File: config.mk
export PLATFORM = sky130hd
export DESIGN_NAME = fpga_bram_ctrl
export DESIGN_NICKNAME = d
export VERILOG_FILES = /design/src/rtl/fpga_bram_ctrl.sv
export SDC_FILE = /design/constraint.sdc
export NUM_CORES = 1
export LEC_CHECK = 0
export ABC_AREA = 1
export CAP_MARGIN = 15
export CORE_AREA = 2 2 314 316
export DETAILED_ROUTE_END_ITERATION = 10
export DIE_AREA = 0 0 316 318
export PLACE_DENSITY = 0.67
export SLEW_MARGIN = 25
export SYNTH_ARGS = -nofsm -noshare
export SYNTH_HDL_FRONTEND = slang
export SYNTH_SLANG_ARGS = --single-unit
export TNS_END_PERCENT = 30
File: constraint.sdc
create_clock -name clk -period 2.71 [get_ports clk]
set_clock_uncertainty 0.1 [all_clocks]
set_input_delay 0.4065 -clock clk [delete_from_list [all_inputs] [get_ports clk]]
set_output_delay 0.4065 -clock clk [all_outputs]
set_load 0.02 [all_outputs]
File: src/rtl/fpga_bram_ctrl.sv
// Serializes 256-bit cache-line reads/writes onto the BRAM's multiplexed 64-bit bus:
// one address beat followed by BEATS data beats, with a sticky response timeout.
module fpga_bram_ctrl #(
    parameter int ADDR_WIDTH     = 32,
    parameter int BUS_WIDTH      = 64,
    parameter int BEATS          = 4,
    parameter int TIMEOUT_CYCLES = 1023
) (
    input  logic                       clk,
    input  logic                       rst,
    input  logic                       ufp_read,
    input  logic                       ufp_write,
    input  logic [ADDR_WIDTH-1:0]      ufp_addr,
    input  logic [BEATS*BUS_WIDTH-1:0] ufp_wdata,
    output logic                       ufp_ready,
    output logic [BEATS*BUS_WIDTH-1:0] ufp_rdata,
    output logic                       ufp_resp,
    output logic [BUS_WIDTH-1:0]       address_data_bus_o,
    output logic                       address_on_o,
    output logic                       data_on_o,
    output logic                       read_en_o,
    output logic                       write_en_o,
    input  logic [BUS_WIDTH-1:0]       address_data_bus_i,
    input  logic                       resp_i,
    output logic                       error_o
);

    localparam int LINE_W = BEATS * BUS_WIDTH;
    localparam int BEAT_W = (BEATS > 1) ? $clog2(BEATS) : 1;
    localparam int TMR_W  = $clog2(TIMEOUT_CYCLES + 1);

    typedef enum logic [2:0] {IDLE, ADDR, WDATA, WRESP, RDATA, DONE} state_t;

    state_t                  state, state_n;
    logic [BEAT_W-1:0]       beat, beat_n;
    logic [TMR_W-1:0]        timer, timer_n;
    logic                    op_write, op_n;
    logic [ADDR_WIDTH-6:0]   line_addr, line_addr_n;
    logic [LINE_W-1:0]       wdata_q, wdata_n;
    logic [LINE_W-1:0]       rbuf, rbuf_n;
    logic                    accept, timeout;

    logic                    ready_n, resp_n, addr_on_n, data_on_n, rd_en_n, wr_en_n;
    logic [BUS_WIDTH-1:0]    bus_n;

    // Byte offset within the line is discarded by design.
    logic unused_addr_bits;
    assign unused_addr_bits = ^ufp_addr[4:0];

    always_comb begin
        state_n     = state;
        beat_n      = beat;
        timer_n     = timer;
        accept      = 1'b0;
        timeout     = 1'b0;
        op_n        = op_write;
        line_addr_n = line_addr;
        wdata_n     = wdata_q;
        rbuf_n      = rbuf;

        case (state)
            IDLE: begin
                beat_n  = '0;
                timer_n = '0;
                if (ufp_write || ufp_read) begin
                    accept      = 1'b1;
                    op_n        = ufp_write;
                    line_addr_n = ufp_addr[ADDR_WIDTH-1:5];
                    wdata_n     = ufp_wdata;
                    rbuf_n      = '0;
                    state_n     = ADDR;
                end
            end
            ADDR: begin
                beat_n  = '0;
                timer_n = '0;
                state_n = op_write ? WDATA : RDATA;
            end
            WDATA: begin
                if (beat == BEAT_W'(BEATS - 1)) begin
                    beat_n  = '0;
                    state_n = WRESP;
                end else begin
                    beat_n = beat + 1'b1;
                end
            end
            WRESP: begin
                if (resp_i) begin
                    state_n = DONE;
                end else if (timer == TMR_W'(TIMEOUT_CYCLES - 1)) begin
                    timeout = 1'b1;
                    state_n = DONE;
                end else begin
                    timer_n = timer + 1'b1;
                end
            end
            RDATA: begin
                if (resp_i) begin
                    timer_n = '0;
                    rbuf_n[int'(beat)*BUS_WIDTH +: BUS_WIDTH] = address_data_bus_i;
                    if (beat == BEAT_W'(BEATS - 1)) begin
                        state_n = DONE;
                    end else begin
                        beat_n = beat + 1'b1;
                    end
                end else if (timer == TMR_W'(TIMEOUT_CYCLES - 1)) begin
                    timeout = 1'b1;
                    state_n = DONE;
                end else begin
                    timer_n = timer + 1'b1;
                end
            end
            DONE: begin
                timer_n = '0;
                state_n = IDLE;
            end
            default: state_n = IDLE;
        endcase
    end

    // Outputs are decoded from the next state so they appear registered in the state they describe.
    always_comb begin
        ready_n   = (state_n == IDLE);
        resp_n    = (state_n == DONE);
        addr_on_n = (state_n == ADDR);
        data_on_n = (state_n == WDATA);
        wr_en_n   = op_n && (state_n == ADDR || state_n == WDATA || state_n == WRESP);
        rd_en_n   = !op_n && (state_n == ADDR || state_n == RDATA);
        bus_n     = '0;
        if (state_n == ADDR) begin
            bus_n = BUS_WIDTH'({line_addr_n, 5'b0});
        end else if (state_n == WDATA) begin
            bus_n = wdata_n[int'(beat_n)*BUS_WIDTH +: BUS_WIDTH];
        end
    end

    always_ff @(posedge clk or negedge rst) begin
        if (!rst) begin
            state     <= IDLE;
            beat      <= '0;
            timer     <= '0;
            op_write  <= 1'b0;
            line_addr <= '0;
            wdata_q   <= '0;
            rbuf      <= '0;
        end else begin
            state     <= state_n;
            beat      <= beat_n;
            timer     <= timer_n;
            op_write  <= op_n;
            line_addr <= line_addr_n;
            wdata_q   <= wdata_n;
            rbuf      <= rbuf_n;
        end
    end

    // A timed-out read still publishes its partially captured (zero-filled) line.
    always_ff @(posedge clk or negedge rst) begin
        if (!rst) begin
            ufp_ready          <= 1'b1;
            ufp_resp           <= 1'b0;
            ufp_rdata          <= '0;
            address_data_bus_o <= '0;
            address_on_o       <= 1'b0;
            data_on_o          <= 1'b0;
            read_en_o          <= 1'b0;
            write_en_o         <= 1'b0;
            error_o            <= 1'b0;
        end else begin
            ufp_ready          <= ready_n;
            ufp_resp           <= resp_n;
            address_data_bus_o <= bus_n;
            address_on_o       <= addr_on_n;
            data_on_o          <= data_on_n;
            read_en_o          <= rd_en_n;
            write_en_o         <= wr_en_n;
            if (timeout) begin
                error_o <= 1'b1;
            end
            if (state == RDATA && state_n == DONE) begin
                ufp_rdata <= rbuf_n;
            end
        end
    end

endmodule

==> run summary <==
result of the run - finished, final reports clean
Antenna Violating Nets Remaining - 0
hold_ws - 0.160 ns
clock tree from TritonCTS - yes
average via count per standard cell - 4.90
synthesized instance count - 4,834
CP arrival - 2.91 ns
Initial Util - 39.5%
data required time at the worst endpoint - 3.17 ns
fraction of power spent switching nets - 37.6%
power after layout - 51,600 uW
post-synthesis instance area - 38,500 um2
buffers added on ports - 678
sequential cell area fraction in the yosys report - 55.6%
Relative slew margins - 56.1%
fraction of layout cells with a size suffix above 1 - 8.29%
clock latency at the later pin of the worst-skew pair - 0.67 ns
first-pass GRT wire length - 199,000 um
Combinational Power Share - 40.8%
total number of nets in the final design - 5,983
# Max-Cap Violations - 0
cell-internal power - 32,200 uW
CP max-delay cell - sky130_fd_sc_hd__dfrtp_1
total gr overflow - 0
Ports - 684
cell at the root of the clock tree - sky130_fd_sc_hd__clkbuf_16
clock-pin slew of the registers on the worst-case setup and hold paths - 0.06 ns
cell with the most instances on the worst path - sky130_fd_sc_hd__nor2_4
core occupancy in the finished layout - 53.5%
total setup violations reported at the end of the flow - 0
unrepaired setup endpoints after global routing - no
Die Y-Extent - 318 um
net count of the mapped netlist - 5,200
critical path class - reg2reg
# clock sinks - 855
critical path launch point type - register
register area - 21,400 um2
type of the most critical hold path - in2reg
vias in the first global route - 32,988
drc violations - 0
leakage power of the design - 0.0270 uW
clock tree buffer depth - 3
worst supply voltage drop on vdd - 0.679 mV
leading cell types in the layout, fill and taps excluded - sky130_fd_sc_hd__nand2_1, sky130_fd_sc_hd__inv_1, sky130_fd_sc_hd__dfrtp_1, sky130_fd_sc_hd__clkdlybuf4s50_1, sky130_fd_sc_hd__o21ai_0
largest incremental delay on the critical path - 0.46 ns
FP Rows - 115
part of the power in registers - 33.1%
clock period minus worst slack - 2.45 ns
Post-Route WL - 133,000 um
DIE WIDTH - 316 um
largest net degree at the start of global routing - 133
total power divided by cell area - 990 nW/um2
critical-path maximum fanout - 46
vias - 34,408
global-route total usage across every layer - 25.9%
number of clock buffers inserted by TritonCTS - 95
number of levels in the clock H-tree - 3
total area of multi-input combinational cells - 12,200 um2
highest clock frequency the design can meet - 408 MHz
total count of hold-check failures in the final report - 0
share of the clock period used by the worst path after layout - 90.5%
average detailed-routed wire length per instance - 18.9 um
cells along the critical path - nor2_4, nand2_2, nor2_1, nor2_4, nand2_4, buf_12, buf_4, nand2_1, nand3_1, a21oi_1
transition at the pin with the smallest max-transition slack - 0.658 ns
HPWL after DPL - 95,900 um
number of design-rule violations left by the first detailed-router iteration - 3,148
Routability Congestion - 0.935
category of the worst setup path capture point - register
detailed-routing iteration count for the pre-antenna-repair pass - 5
number of fill cells - 8,905
yosys synthesis warning count - 0
Synth-to-Final Area Change - 35.4%
clock share of power - 26.1%
dpl ws - -0.0295 ns
number of synthesized register bits - 855
floorplan core area - 97,400 um2
count of different cell masters after synthesis - 34
reported net switching power - 19,400 uW
initial antenna violation count - 38
Slew Limit Fails - 0
Final Cell Area - 52,100 um2
min setup slack post-route - 0.258 ns
overall die area - 100,000 um2
syn avg cell area - 7.96 um2
area post-placement - 48,800 um2
most common cell after layout, fill and taps aside - sky130_fd_sc_hd__nand2_1
-- registers in the layout, indices dropped and copies added, names as in the netlist --
register and cells:
rbuf 256, ufp_rdata 256, wdata_q 256, address_data_bus_o 64
timer 10, state 3, beat 2, address_on_o 1
data_on_o 1, error_o 1, op_write 1, read_en_o 1
ufp_ready 1, ufp_resp 1, write_en_o 1
-- cell usage after synthesis --
master | n | area (um2)
sky130_fd_sc_hd__a211oi_1 | 1 | 7.51
sky130_fd_sc_hd__a21oi_1 | 208 | 1040
sky130_fd_sc_hd__a21oi_2 | 1 | 8.76
sky130_fd_sc_hd__a21oi_4 | 1 | 16.3
sky130_fd_sc_hd__a22oi_1 | 72 | 541
sky130_fd_sc_hd__buf_1 | 14 | 52.6
sky130_fd_sc_hd__buf_2 | 104 | 521
sky130_fd_sc_hd__buf_4 | 12 | 90.1
sky130_fd_sc_hd__buf_6 | 7 | 78.8
sky130_fd_sc_hd__clkbuf_1 | 141 | 529
sky130_fd_sc_hd__dfrtp_1 | 854 | 21400
sky130_fd_sc_hd__dfstp_2 | 1 | 26.3
sky130_fd_sc_hd__ha_1 | 9 | 113
sky130_fd_sc_hd__inv_1 | 957 | 3590
sky130_fd_sc_hd__inv_2 | 8 | 30.0
sky130_fd_sc_hd__nand2_1 | 1397 | 5240
sky130_fd_sc_hd__nand2_2 | 3 | 18.8
sky130_fd_sc_hd__nand2_4 | 1 | 11.3
sky130_fd_sc_hd__nand3_1 | 206 | 1030
sky130_fd_sc_hd__nand3_2 | 1 | 10.0
sky130_fd_sc_hd__nand3_4 | 1 | 17.5
sky130_fd_sc_hd__nand4_1 | 3 | 18.8
sky130_fd_sc_hd__nor2_1 | 187 | 702
sky130_fd_sc_hd__nor2_2 | 3 | 18.8
sky130_fd_sc_hd__nor2_4 | 2 | 22.5
sky130_fd_sc_hd__nor3_1 | 3 | 15.0
sky130_fd_sc_hd__o211ai_1 | 6 | 45.0
sky130_fd_sc_hd__o21ai_0 | 466 | 2330
sky130_fd_sc_hd__o21ai_1 | 49 | 245
sky130_fd_sc_hd__o21ai_2 | 1 | 8.76
sky130_fd_sc_hd__o221ai_1 | 1 | 8.76
sky130_fd_sc_hd__o22ai_1 | 112 | 701
sky130_fd_sc_hd__o31ai_1 | 1 | 7.51
sky130_fd_sc_hd__xor2_1 | 1 | 8.76
-- final timing paths --
kind	end	from	cells past startpoint	slack (ns)
max	address_data_bus_o[52]	state[0]	10	0.26
max reg2reg	address_data_bus_o[52]	state[0]	10	0.26
max in group asynchronous	rbuf[189]	rst	3	1.40
min reg2reg	error_o	error_o	2	0.37
min	address_data_bus_o[27]	ufp_addr[27]	3	0.16
min in group asynchronous	ufp_rdata[85]	rst	2	0.17
-- cells by family after synthesis --
| group | count (synthesis) | synth area share (%) |
|---|---|---|
| simple gates | 1807 | 18.5 |
| xor+xnor | 1 | 0.0228 |
| buf+inv | 1243 | 12.7 |
| fa+ha+maj | 9 | 0.293 |
| flops | 855 | 55.6 |
| compound gates | 919 | 12.9 |
-- layer usage --
metal  routed length, um  vias to the layer above  GRT usage [%]
met5                  54                        -              0
met4                5980                        8           12.7
met3                9100                      253           4.28
met2               61500                     1253           40.1
met1               56200                    16467           35.2
li1                    -                    16427              -
-- timing repair --
item,CTS,global route
hold buffers,1,0
gates resized for setup,0,2
setup endpoints to repair,0,1
hold endpoints to repair,64,0
setup buffers,0,0
-- power groups by stage --
stage / Clock, uW / Sequential, uW / Combinational, uW
after floorplan: 0 / 18100 / 10400
after global placement: 0 / 17200 / 20600
after detailed placement: 0 / 17300 / 20900
after CTS: 13700 / 17100 / 21100
after global routing: 14200 / 17300 / 23300
final: 13500 / 17100 / 21000
-- critical path: cells and delay by family (launching register included) --
| family | cells | cell delay, ns |
|---|---|---|
| buffers and inverters | 2 | 0.46 |
| AND/OR/NAND/NOR | 7 | 1.16 |
| AO/OA/AOI/OAI | 1 | 0.10 |
| flip-flops | 1 | 0.46 |
-- area by class of cell --
type                            instances  area share, %
Antenna cell                           34          0.163
Clock buffer                          129           5.08
Clock inverter                         47           1.15
Inverter                              965           6.97
Multi-Input combinational cell       2736           23.5
Sequential cell                       855           41.1
Tap cell                             1287           3.09
Timing Repair Buffer                  964           19.0
-- metrics by stage --
| step | TNS (ns) | cells |
|---|---|---|
| after detailed placement | -0.118 | 6806 |
| after CTS | 0 | 6983 |
| after global placement | -0.0891 | 6806 |
| after floorplan | 0 | 4834 |
| final | 0 | 7017 |
| after global routing | 0 | 7014 |
(Power assumes the default switching activity.)
